`src/rtl/m_cg_pkg.sv`:
```
// Shared definitions for the idle-timeout clock-gating controller:
// FSM state encoding and default widths used by the gate controller.
package m_cg_pkg;

    // Default number of requesters sharing one gated clock branch.
    localparam int N_REQ_DEF = 4;

    // Default width of the wake/idle countdown counter.
    localparam int CNT_W_DEF = 8;

    // FSM state encoding, also visible on the state_o port.
    typedef logic [1:0] cg_state_t;

    localparam logic [1:0] ST_OFF  = 2'd0;
    localparam logic [1:0] ST_WAKE = 2'd1;
    localparam logic [1:0] ST_ON   = 2'd2;
    localparam logic [1:0] ST_IDLE = 2'd3;

endpackage : m_cg_pkg

```
`src/rtl/m_or.sv`:
```
// Standard-cell wrapper for a two-input OR used as a clock gate.
// The technology libraries map this wrapper onto their own OR cell;
// the body here is the generic simulation model.
module m_or (
    input  logic A,
    input  logic B,
    output logic Z
);

    // Clock passes through while B is low; B high parks the output high.
    assign Z = A | B;

endmodule : m_or

```
`src/rtl/m_clk_gate_ctrl.sv`:
```
// Idle-timeout clock-gating controller. Several requesters share one gated
// clock branch through a four-phase req/ack handshake. The controller
// sequences wake-up latency, idle hysteresis and shutdown, and drives an
// OR-type clock gate: gclk = clk | gate_force. Because gate_force only
// changes on rising clk (while clk is high) the gated clock is glitch free.
module m_clk_gate_ctrl
    import m_cg_pkg::*;
#(
    parameter int N_REQ    = N_REQ_DEF,
    parameter int WAKE_CYC = 2,
    parameter int CNT_W    = CNT_W_DEF
) (
    input  logic             clk,
    input  logic             rst_n,
    input  logic [N_REQ-1:0] req,
    output logic [N_REQ-1:0] ack,
    input  logic             force_on,
    input  logic [CNT_W-1:0] idle_timeout,
    output logic             gclk,
    output logic             clk_on,
    output logic [1:0]       state_o
);

    // Value loaded into the counter when leaving OFF; WAKE then counts it down
    // to zero before entering ON.
    localparam logic [CNT_W-1:0] WAKE_LOAD = CNT_W'(WAKE_CYC - 1);
    localparam logic [CNT_W-1:0] CNT_ONE   = CNT_W'(1);

    cg_state_t        state_q, state_d;
    logic [CNT_W-1:0] cnt_q, cnt_d;
    logic             gateForce_q, gateForce_d;
    logic [N_REQ-1:0] ack_q, ack_d;
    logic             anyReq;

    // A debug force counts as a request so it both wakes and holds the clock.
    assign anyReq = (|req) | force_on;

    // Next-state, counter, gate and ack decisions for the gating FSM.
    always_comb begin
        state_d     = state_q;
        cnt_d       = cnt_q;
        gateForce_d = gateForce_q;
        ack_d       = '0;
        case (state_q)
            ST_OFF: begin
                if (anyReq) begin
                    state_d     = ST_WAKE;
                    gateForce_d = 1'b0;
                    cnt_d       = WAKE_LOAD;
                end
            end
            ST_WAKE: begin
                // Wake always runs to completion; no ack until ON is reached.
                if (cnt_q == '0) begin
                    state_d = ST_ON;
                end else begin
                    cnt_d = cnt_q - CNT_ONE;
                end
            end
            ST_ON: begin
                if (anyReq) begin
                    ack_d = req;
                end else if (idle_timeout == '0) begin
                    state_d     = ST_OFF;
                    gateForce_d = 1'b1;
                    cnt_d       = '0;
                end else begin
                    state_d = ST_IDLE;
                    cnt_d   = idle_timeout;
                end
            end
            ST_IDLE: begin
                // A new request wins over an expiring countdown; clock never stopped.
                if (anyReq) begin
                    state_d = ST_ON;
                    ack_d   = req;
                end else if (cnt_q <= CNT_ONE) begin
                    state_d     = ST_OFF;
                    gateForce_d = 1'b1;
                    cnt_d       = '0;
                end else begin
                    cnt_d = cnt_q - CNT_ONE;
                end
            end
            default: begin
                state_d     = ST_OFF;
                gateForce_d = 1'b1;
                cnt_d       = '0;
            end
        endcase
    end

    // State, counter, gate control and acks all register on rising clk.
    always_ff @(posedge clk or negedge rst_n) begin
        if (!rst_n) begin
            state_q     <= ST_OFF;
            cnt_q       <= '0;
            gateForce_q <= 1'b1;
            ack_q       <= '0;
        end else begin
            state_q     <= state_d;
            cnt_q       <= cnt_d;
            gateForce_q <= gateForce_d;
            ack_q       <= ack_d;
        end
    end

    // The gate itself stays a direct instance of the std-cell OR wrapper.
    m_or uGate (
        .A (clk),
        .B (gateForce_q),
        .Z (gclk)
    );

    assign ack     = ack_q;
    assign clk_on  = ~gateForce_q;
    assign state_o = state_q;

    // Per-requester handshake checks: acks track req, and req may only
    // drop once its ack is already high.
    for (genvar i = 0; i < N_REQ; i++) begin : gHandshake
        assert property (@(posedge clk) disable iff (!rst_n)
            ack_q[i] |-> $past(req[i]));
        assert property (@(posedge clk) disable iff (!rst_n)
            $fell(req[i]) |-> ack_q[i]);
    end

    // The gated clock must be running whenever any grant is outstanding.
    assert property (@(posedge clk) disable iff (!rst_n)
        (|ack_q) |-> !gateForce_q);

endmodule : m_clk_gate_ctrl

```
`config.mk`:
```
export PLATFORM = sky130hd
export DESIGN_NAME = m_clk_gate_ctrl
export DESIGN_NICKNAME = d
export VERILOG_FILES = /design/src/rtl/m_cg_pkg.sv /design/src/rtl/m_or.sv /design/src/rtl/m_clk_gate_ctrl.sv
export SDC_FILE = /design/constraint.sdc
export NUM_CORES = 1
export LEC_CHECK = 0
export BUFFER_PORTS_ARGS = -buffer_cell sky130_fd_sc_hd__buf_2
export CORE_UTILIZATION = 30
export DETAILED_ROUTE_END_ITERATION = 12
export GPL_TIMING_DRIVEN = 0
export SYNTH_ARGS = -nofsm -noshare
export SYNTH_HDL_FRONTEND = slang
export SYNTH_HIERARCHICAL = 1
export SYNTH_SLANG_ARGS = --single-unit
```
`constraint.sdc`:
```
create_clock -name clk -period 2.6 [get_ports clk]
set_input_delay 0.13 -clock clk [delete_from_list [all_inputs] [get_ports clk]]
set_output_delay 0.13 -clock clk [all_outputs]
set_load 0.005 [all_outputs]
```
# Yosys cells after proc, flatten, opt, wreduce, memory -nomap -nowiden
# Index checks and enable logic that the tools add are counted.
totals:
  inputBits: 15
  reg_bits: 15
  out_inout_bits: 8
  elab_cells: 51
op_classes:
  addsub: 1
  n_mux: 22
  eq_ne: 11
  n_reduce_logical: 9
  bitwise_logic: 3
  n_lt_le_gt_ge: 1
ops:
  columns: ["operator", "n"]
  rows:
  - ["8-bit two-way mux", 6]
  - ["8-bit one-hot mux with 4 select lines", 1]
  - ["8-bit logical NOT", 2]
  - ["2-bit inequality test, second input constant", 7]
  - ["2-bit two-way mux", 6]
  - ["8-bit by 1-bit less-or-equal comparator with 1-bit output, second input constant", 1]
  - ["4-bit two-way mux", 2]
  - ["2-bit one-hot mux with 4 select lines", 1]
  - ["4-bit AND reduction", 2]
  - ["8-bit by 1-bit subtractor with 8-bit output, second input constant", 1]
  - ["6-bit AND reduction", 1]
  - ["1-bit two-way mux", 5]
  - ["2-bit equality test, second input constant", 2]
  - ["4-bit OR reduction", 1]
  - ["3-bit inequality test, second input constant", 1]
  - ["1-bit one-hot mux with 3 select lines", 1]
  - ["3-bit nonzero test", 1]
  - ["2-bit by 1-bit equality test with 1-bit output, second input constant", 1]
  - ["2-bit logical NOT", 1]
  - ["1-bit bitwise OR", 2]
  - ["2-bit OR reduction", 1]
  - ["1-bit NOT", 1]

# Logic depth before layout (Yosys ltp)
logic_depth:
  depth_word: 4
  mapped_depth: 7
  mapped_depth_nobuf: 6

# Cells and area by module
# The synthesis kept the hierarchy.
modules_own_cells:
  columns: ["mod", "instances", "cells_per_inst", "seq_area_each_um2", "area_per_inst_um2"]
  rows:
  - ["m_clk_gate_ctrl", 1, 114, 376.6, 1019.7]
  - ["m_or", 1, 1, 0.0, 6.3]

==> implementation parameters <==
Parameter                              Value

Floorplan
  Core footprint    3153 sq um
  Number of top-level pins    23
  Die area    3658 sq um
  Vert. Die Dim    60.48 um
  Initial standard-cell utilization of the core    32.54%
  X dimension of the die    60.48 um
  Std cell rows    20

Synth
  FFs w/ async S/R, synth    100.0%
  Synth Register Bits    15
  Main flop type after synthesis    sky130_fd_sc_hd__dfrtp_1
  Syn Inst Count    115
  Synthesized Nets    132
  Synthesis Warnings    6
  Distinct cells, synth    40
  Mapped cell area    1026 sq um
  Average cell area after synthesis    8.922 sq um
  Count of flip-flops with a built-in enable after synthesis    0
  Sequential element share of the synthesized area    36.71%

Routing
  First DRT Iteration DRCs    36
  Pre-Repair DR Iteration Count    6
  Average detailed-routed wire length per instance    14.05 um
  Average via count per standard cell    5.521
  Drt total wl    2698 um
  Post-route ant nets    0
  Vias after detailed routing    ~1100
  Number of remaining DRC errors    0

STA
  Max-slew violation count    0
  Final worst-path cycle share    88.69%
  RSZ-0062 raised after global routing    false
  Crit path time final    about 2300 ps
  TNS Setup    0 ps
  Final Hold Viols    0
  Setup-failing EPs final    0
  Final WS setup    between 200 and 300 ps
  Highest Clock Rate    433.7 MHz
  Tightest slew margin relative to the limit    44.35%
  Worst clock skew on the final layout    2.523 ps
  Slew at the pin with the worst max-slew slack    828.4 ps

Outcome
  Outcome    completed

Setup path
  Arrival time of data at the critical path endpoint    approximately 2600 ps
  Critical path capture point type    flop
  Startpoint Class    flop
  Data required time of the critical path    2900 ps
  R2R depth    6
  Worst Setup Path Type    flop to flop
  Largest fanout on the critical path    8

Layout
  Most common cell after layout, fill and taps aside    sky130_fd_sc_hd__buf_2
  Area growth from synthesis to final layout    24.76%
  Post-route standard cell area excluding fillers    ~1300 sq um
  Share of cells above drive strength 1    25.00%
  Number of nets at the end of the flow    166
  Diodes inserted    0
  Number of standard cells in the final layout excluding fillers    around 190
  Filler cell count    354
  Top library cells by usage in the layout, fill and taps aside    sky130_fd_sc_hd__buf_2, sky130_fd_sc_hd__dfrtp_1, sky130_fd_sc_hd__nand2_1, sky130_fd_sc_hd__o21ai_0

Clocking
  CTS tree    yes
  Clk Latency, worst-skew pair    around 400 ps
  Clock edge transition at the registers on the reported setup and hold paths    around 90 ps
  Number of instances resized during post-cts repair    0
  Buffers inserted during post-CTS setup optimization    0
  Hold Buf Count CTS    4

Global route
  Total routing usage reported by global routing    16.45%
  Maximum number of pins on one net before global-route repair    16
  Leftover overflow at the end of global routing    0
  First-pass GRT wire length    4298 um
  Initial antenna violation count    0
  Via count of the first global-routing pass    around 950

Power and ir drop
  Pleak    0.5548 nW
  Max VDD drop    about 0.23 mV
  Power density of the placed cells    612.9 nW/um^2
  Post-layout total power    about 800 uW

Place
  Placed inst area    1191 sq um
  Number of buffer cells added on primary ports    22
  HPWL after DPL    between 2000 and 2500 um
  Number of placed instances, taps included    181
  Post-place setup slack    402.9 ps
  Global placement routability congestion    0.9420

Hold path
  Classification of the worst-slack hold path    input pin to flop
  Hold path cells    2

Flow run
  Number of maximum-capacitance violations    0
==> registers in the layout, indices dropped and copies added (netlist names) <==
name	cells
ack	4
state_o	2
gateForce_q	1
cnt_q	8
==> routing by layer <==
layer	vias up	share of wire, %	global-route usage, %
li1	505	-	-
met1	515	43	20.55
met2	34	50	25.90
met3	6	4.5	3.625
met4	0	2.3	10.06
met5	-	0	0
==> cell families (layout without fill, tap and decap cells) <==
family | after synthesis | count (layout) | synth area share (%)
AND/OR/NAND/NOR | 43 | 43 | 24.02
AO/OA/AOI/OAI | 39 | 39 | 27.56
flip-flops | 15 | 15 | 36.71
buffers and inverters | 13 | 46 | 6.341
adder cells (fa/ha/maj) | 2 | 2 | 2.439
multiplexers | 2 | 2 | 2.073
XOR/XNOR | 1 | 1 | 0.8538
==> power breakdown <==
group	internal, mW	switching (mW)	leakage, nW
clock	0.127	0.100	0.0357
combinational	0.110	0.142	0.337
sequential	0.266	0.0397	0.182
total	0.503	0.282	0.555
==> synthesized netlist by cell type, drive strengths merged (2+ instances only) <==
master,n,area (sq um)
or3,4,25.02
nand2,8,30.03
nor2,2,7.510
or2,2,12.52
nor2b,2,12.51
inv,5,18.77
and2,4,25.02
buf,3,27.52
a21oi,4,20.02
nand3,3,15.01
or4,2,15.01
o21ai,7,35.03
a22oi,2,15.01
a22o,5,43.79
o31ai,4,30.03
o22ai,3,18.77
a31oi,2,12.51
ha,2,25.02
dfrtp,14,350.3
a21boi,2,15.01
clkbuf,5,18.77
o31a,3,26.28
a32o,3,30.03
a31o,2,17.52
nor3,6,30.03
nor4,4,25.02
==> area by class of cell <==
class / instances / area, sq um / area share [%]
Buffer: 8 / 46.29 / 3.617
Sequential cell: 15 / 376.6 / 29.42
Multi-Input combinational cell: 87 / 584.3 / 45.65
Inverter: 5 / 18.77 / 1.466
Tap cell: 44 / 55.05 / 4.301
Timing Repair Buffer: 25 / 145.1 / 11.34
Clock buffer: 8 / 53.80 / 4.203
==> critical path, cell delays in order, from the launching register on <==
cell	delay [ps]
sky130_fd_sc_hd__dfrtp_1	480
sky130_fd_sc_hd__inv_1	110
sky130_fd_sc_hd__ha_1	290
sky130_fd_sc_hd__o21ai_0	240
sky130_fd_sc_hd__o31ai_1	600
sky130_fd_sc_hd__o22ai_1	180
sky130_fd_sc_hd__a32o_1	300
==> worst paths after layout <==
kind / start / endpoint / slack, ps
max in group asynchronous: rst_n / gateForce_q$_DFFE_PN1P_ / 2160
min in group asynchronous: rst_n / cnt_q[3]$_DFFE_PN0P_ / 150
worst max register to register: cnt_q[0]$_DFFE_PN0P_ / cnt_q[3]$_DFFE_PN0P_ / 290
worst max-delay path: cnt_q[0]$_DFFE_PN0P_ / cnt_q[3]$_DFFE_PN0P_ / 290
worst min register to register: cnt_q[4]$_DFFE_PN0P_ / cnt_q[4]$_DFFE_PN0P_ / 560
worst min-delay path: req[0] / ack[0]$_DFF_PN0_ / 30
==> stage by stage <==
stage               hold WS, ps  util, %
finish                    27.90    40.60
global route              30.64    40.60
detailed placement        49.33    37.78
floorplan                -165.6        -
global placement          47.78    37.78
CTS                       29.58    40.60
(Power assumes the default switching activity.)
